File: config.mk
export PLATFORM = sky130hd
export DESIGN_NAME = mmio_responder
export DESIGN_NICKNAME = d
export VERILOG_FILES = /design/src/rtl/mmio_responder.sv
export SDC_FILE = /design/constraint.sdc
export NUM_CORES = 1
export LEC_CHECK = 0
export CAP_MARGIN = 20
export CORE_UTILIZATION = 55
export CTS_CLUSTER_SIZE = 30
export DETAILED_ROUTE_END_ITERATION = 8
export GPL_TIMING_DRIVEN = 0
export PLACE_DENSITY_LB_ADDON = 0.2
export SYNTH_ARGS = -nofsm -noshare
export SYNTH_HDL_FRONTEND = slang
export SYNTH_SLANG_ARGS = --single-unit
File: constraint.sdc
create_clock -name clk_in -period 3.2 [get_ports clk_in]
set_input_delay 0.48 -clock clk_in [delete_from_list [all_inputs] [get_ports clk_in]]
set_output_delay 0.48 -clock clk_in [all_outputs]
set_load 0.03 [all_outputs]
File: src/rtl/mmio_responder.sv
// mmio_responder: answers CPU byte-bus accesses, decodes I/O space
// (a[17:16]==2'b11), and implements the UART TX/RX port, the cycle counter
// with a coherent 32-bit snapshot, and the program-stop port.
module mmio_responder #(
    parameter int TX_DEPTH    = 8,
    parameter int FULL_MARGIN = 2
) (
    input  logic        clk_in,
    input  logic        rst_in,
    input  logic        rdy_in,
    input  logic [31:0] mem_a,
    input  logic        mem_wr,
    input  logic [7:0]  mem_dout,
    output logic [7:0]  mem_din,
    input  logic [7:0]  ram_dout,
    output logic        io_buffer_full,
    input  logic [7:0]  rx_data,
    input  logic        rx_valid,
    output logic        rx_ready,
    output logic [7:0]  tx_data,
    output logic        tx_valid,
    input  logic        tx_ready,
    output logic        halt,
    output logic        tx_overflow
);

    localparam int PW = $clog2(TX_DEPTH);
    localparam int CW = PW + 1;

    logic [31:0]   cycle_cnt;
    logic [31:0]   snapshot;
    logic          rd_src;
    logic [7:0]    io_rdata;

    logic [7:0]    fifo_mem [TX_DEPTH];
    logic [PW-1:0] wr_ptr;
    logic [PW-1:0] rd_ptr;
    logic [CW-1:0] count;

    logic          io_sel;
    logic [2:0]    off;
    logic          push_req;
    logic          push_ok;
    logic [7:0]    push_data;
    logic          tx_pop;
    logic          fifo_full;
    logic          unused_addr;

    assign io_sel      = (mem_a[17:16] == 2'b11);
    assign off         = mem_a[2:0];
    assign unused_addr = ^{mem_a[31:18], mem_a[15:3]};

    assign fifo_full      = (count == CW'(TX_DEPTH));
    assign tx_valid       = (count != '0);
    assign tx_data        = fifo_mem[rd_ptr];
    assign tx_pop         = tx_valid && tx_ready;
    assign io_buffer_full = ((CW'(TX_DEPTH) - count) <= CW'(FULL_MARGIN));
    assign push_ok        = rst_in && push_req && !fifo_full;
    assign mem_din        = rd_src ? io_rdata : ram_dout;

    // Decode CPU writes into a TX FIFO push request (data byte or terminator).
    always_comb begin
        push_req  = 1'b0;
        push_data = '0;
        if (rdy_in && io_sel && mem_wr && !halt) begin
            if (off == 3'd0 && mem_dout != 8'h00) begin
                push_req  = 1'b1;
                push_data = mem_dout;
            end else if (off == 3'd4) begin
                push_req  = 1'b1;
                push_data = 8'h00;
            end
        end
    end

    // TX FIFO storage; contents are discarded on reset via the pointers.
    always_ff @(posedge clk_in) begin
        if (push_ok)
            fifo_mem[wr_ptr] <= push_data;
    end

    // TX FIFO pointers, occupancy and the sticky overflow flag.
    always_ff @(posedge clk_in) begin
        if (!rst_in) begin
            wr_ptr      <= '0;
            rd_ptr      <= '0;
            count       <= '0;
            tx_overflow <= 1'b0;
        end else begin
            if (push_ok)
                wr_ptr <= wr_ptr + PW'(1);
            if (tx_pop)
                rd_ptr <= rd_ptr + PW'(1);
            if (push_ok && !tx_pop)
                count <= count + CW'(1);
            else if (!push_ok && tx_pop)
                count <= count - CW'(1);
            if (push_req && fifo_full)
                tx_overflow <= 1'b1;
        end
    end

    // CPU-side state: counter, snapshot, read-data register, RX pop and halt.
    always_ff @(posedge clk_in) begin
        if (!rst_in) begin
            cycle_cnt <= '0;
            snapshot  <= '0;
            rd_src    <= 1'b0;
            io_rdata  <= '0;
            halt      <= 1'b0;
            rx_ready  <= 1'b0;
        end else begin
            rx_ready <= 1'b0;
            if (rdy_in) begin
                cycle_cnt <= cycle_cnt + 32'd1;
                if (!mem_wr) begin
                    rd_src <= io_sel;
                    if (io_sel) begin
                        case (off)
                            3'd0: begin
                                if (rx_valid) begin
                                    io_rdata <= rx_data;
                                    rx_ready <= 1'b1;
                                end else begin
                                    io_rdata <= 8'h00;
                                end
                            end
                            3'd4: begin
                                snapshot <= cycle_cnt;
                                io_rdata <= cycle_cnt[7:0];
                            end
                            3'd5:    io_rdata <= snapshot[15:8];
                            3'd6:    io_rdata <= snapshot[23:16];
                            3'd7:    io_rdata <= snapshot[31:24];
                            default: io_rdata <= 8'h00;
                        endcase
                    end
                end else if (io_sel && !halt && off == 3'd4) begin
                    halt <= 1'b1;
                end
            end
        end
    end

endmodule

==> reports/results.tsv <==
metric	value	unit
run status	complete, no violations	
clk_lat worst skew	410	ps
final setup violation count	0	
vias in the first global route	4692	
launching element type of the critical path	flip-flop	
clock tree skew after final layout	7.55	ps
CTS clk-pin slew, worst paths	60	ps
full die area	0.0120	mm²
DRT Pass-1 Iters	5	
number of buffers added by the clock tree synthesis step	17	
share of final-layout standard cells stronger than drive strength 1	15.7	%
largest net degree at the start of global routing	17	
total count of max-transition violations in the final report	0	
Syn Nets	620	
area of the multi-input gates	0.00271	mm²
hold buffer count at CTS	0	
last weighted congestion value of the routability-driven placer	0.816	
final hold violations	0	
row count	38	
power per unit of standard cell area	599	mW/mm²
library cell used as clock root buffer	clkbuf_16	
FF+latch count, synth	145	
number of remaining DRC errors	0	
buffers added on ports	54	
largest family of logic cells by synthesized area	simple AND/OR/NAND/NOR gates	
post-layout util	70.8	%
Starting Density	57.5	%
synthesized-area fraction occupied by and/or/nand/nor cells	16.3	%
area share of fa/ha/maj cells after synthesis	1.89	%
Max VDD drop	0.354	mV
core area	0.0111	mm²
CP Data Required Time	2720	ps
xor-xnor portion of the synthesized cell area	2.06	%
number of filler cells placed in the layout	786	
area added between synthesis and finish	23.2	%
Worst Hold Class	in2reg	
minimum clock period	3090	ps
H-tree lvl count	4	
Detail Placement HPWL	10500	µm
leakage component of the power	2.59	nW
I/O Pins	83	
die span in y	110	µm
Critical Path End Type	output pin	
Synthesis Warnings	0	
routed wire length	15200	µm
Starting DRT DRC Count	255	
part of the Yosys area used for sequential elements	55.6	%
fmax	0.323	GHz
peak fanout along the critical path	10	
via count	4763	
detail-routed net length per standard cell	19.3	µm
mean post-synth cell area	11.6	µm²
critical setup path kind	reg2out	
Pwr Total	4.70	mW
Antenna Nets Post-Route	0	
antenna diode count	0	
global-route wire length before repair	23600	µm
proportion of register bits with asynchronous set or reset after synthesis	0	%
complex-gate fraction of the synthesized area	8.80	%
period utilisation layout	96.7	%
count of max-cap constraint violations	0	
portion of netlist area occupied by mux cells	12.6	%
CTS tree	done	
maximum count of clock buffers along a single path	2	
number of vias per cell after detailed routing	6.08	
clock sink count	145	
global route overflow	0	
Synth Cell Area	0.00637	mm²
number of synthesized flops with an enable pin	64	
initial antenna violation count	0	
total area of sequential cells	0.00354	mm²
slew at the pin closest to its max-slew limit	878	ps
number of unique standard cell types used by synthesis	47	
relative slew slack	41.3	%
number of cells produced by synthesis	549	
Post-layout nets	702	
arrival time at the worst endpoint	2610	ps
most used flip-flop cell after synthesis	dfxtp_1	
overall routing resource usage	26.6	%
x dimension of the die	110	µm
-- routing by layer --
layer / global-route usage, % / routed length [µm] / vias to the layer above / share of wire, %
met4: 11.3 / 231 / 0 / 1.5
met1: 32.6 / 6220 / 2371 / 41
met3: 4.56 / 630 / 22 / 4.2
li1: - / - / 2230 / -
met5: 0 / 0 / - / 0
met2: 46.5 / 8080 / 140 / 53
-- report_power, final --
group	switching [mW]	internal, mW
Combinational	0.338	0.331
Sequential	0.0437	1.95
Clock	0.704	1.33
Total	1.09	3.61
-- layout make-up --
type | instances | area share (%)
clock buffer | 27 | 6.54
inverter | 7 | 0.335
buffer | 33 | 1.93
sequential | 145 | 45.2
multi-input combinational | 363 | 34.6
tap | 140 | 2.23
clock inverter | 5 | 1.28
timing repair buffer | 64 | 7.91
-- cell usage after synthesis, types with 2 or more instances --
master | instances | area (µm²)
a21oi_1 | 57 | 285
a22oi_1 | 8 | 60.1
and2_1 | 12 | 75.1
and3_1 | 8 | 50.1
and4_1 | 6 | 52.6
buf_1 | 2 | 7.51
buf_2 | 4 | 20.0
buf_4 | 2 | 15.0
clkbuf_1 | 25 | 93.8
dfxtp_1 | 81 | 1620
edfxtp_1 | 64 | 1920
ha_1 | 8 | 100
inv_1 | 6 | 22.5
mux2_2 | 17 | 191
mux2i_1 | 7 | 70.1
mux4_2 | 24 | 541
nand2_1 | 69 | 259
nand2b_1 | 6 | 37.5
nand3_1 | 13 | 65.1
nand4_1 | 12 | 75.1
nor2_1 | 27 | 101
nor3_1 | 2 | 10.0
nor3b_1 | 2 | 15.0
nor4_1 | 3 | 18.8
nor4bb_1 | 4 | 40.0
o21ai_0 | 15 | 75.1
o31ai_1 | 13 | 97.6
or3_1 | 6 | 37.5
or4_1 | 15 | 113
xnor2_1 | 2 | 17.5
xor2_1 | 13 | 114
-- critical path, stage by stage, from the launching register on --
cell and delay [ps]:
dfxtp_1 300, buf_2 260, buf_6 240, mux4_2 530, mux2_2 280, clkdlybuf4s50_1 590
-- cell families (layout without fill, tap and decap cells) --
kind of cell,count (synthesis),count (layout)
simple gates,193,193
flops,145,145
compound gates,98,98
mux,48,48
buf+inv,41,136
xor+xnor,15,15
fa+ha+maj,9,9
-- metrics by stage --
step / cell area, µm² / TNS, ps / hold slack (ps) / cells / worst slack, ps
after detailed placement: 7160 / -3080 / 448 / 748 / -630
after global placement: 7080 / -33730 / 441 / 743 / -953
after floorplan: 6370 / 0 / 433 / 549 / 347
after CTS: 7790 / 0 / 386 / 779 / 58.8
final: 7850 / 0 / 406 / 784 / 106
after global routing: 7850 / -63.6 / 424 / 784 / -63.6
-- what timing repair did --
| action | CTS | global route |
|---|---|---|
| buffers inserted | 0 | 5 |
| pin swaps | 0 | 2 |
| endpoints found under the setup margin | 9 | 3 |
| resized for setup | 6 | 6 |
-- state kept, by name, summed over array words and instances (netlist names), named ones only --
register     cells
count            4
cycle_cnt       32
fifo_mem        64
halt             1
io_rdata         8
rd_ptr           3
rd_src           1
rx_ready         1
snapshot        24
tx_overflow      1
wr_ptr           3
-- worst paths after layout --
| path | end | cells after the start | slack [ps] | start |
|---|---|---|---|---|
| worst min register to register | snapshot[28] | 2 | 460 | snapshot[28] |
| worst min-delay path | cycle_cnt[0] | 3 | 410 | rdy_in |
| worst max register to register | count[3] | 12 | 210 | count[1] |
| worst max-delay path | tx_data[5] | 5 | 110 | flip-flop |
-- cells in the final DEF, fill, tap and decap left out, types with 3 or more instances in the layout --
| cell | n |
|---|---|
| a21oi_1 | 57 |
| a22oi_1 | 8 |
| and2_1 | 12 |
| and3_1 | 8 |
| and4_1 | 6 |
| buf_2 | 3 |
| buf_4 | 12 |
| bufinv_16 | 3 |
| clkbuf_1 | 28 |
| clkbuf_16 | 17 |
| clkbuf_8 | 5 |
| clkdlybuf4s50_1 | 52 |
| dfxtp_1 | 80 |
| edfxtp_1 | 64 |
| ha_1 | 8 |
| inv_1 | 6 |
| mux2_2 | 17 |
| mux2i_1 | 7 |
| mux4_2 | 24 |
| nand2_1 | 69 |
| nand2b_1 | 6 |
| nand3_1 | 13 |
| nand4_1 | 12 |
| nor2_1 | 26 |
| nor4bb_2 | 3 |
| o21ai_0 | 15 |
| o31ai_1 | 13 |
| or3_1 | 6 |
| or4_1 | 14 |
| xor2_1 | 13 |
No activity file was read; power rests on OpenSTA's default activity.
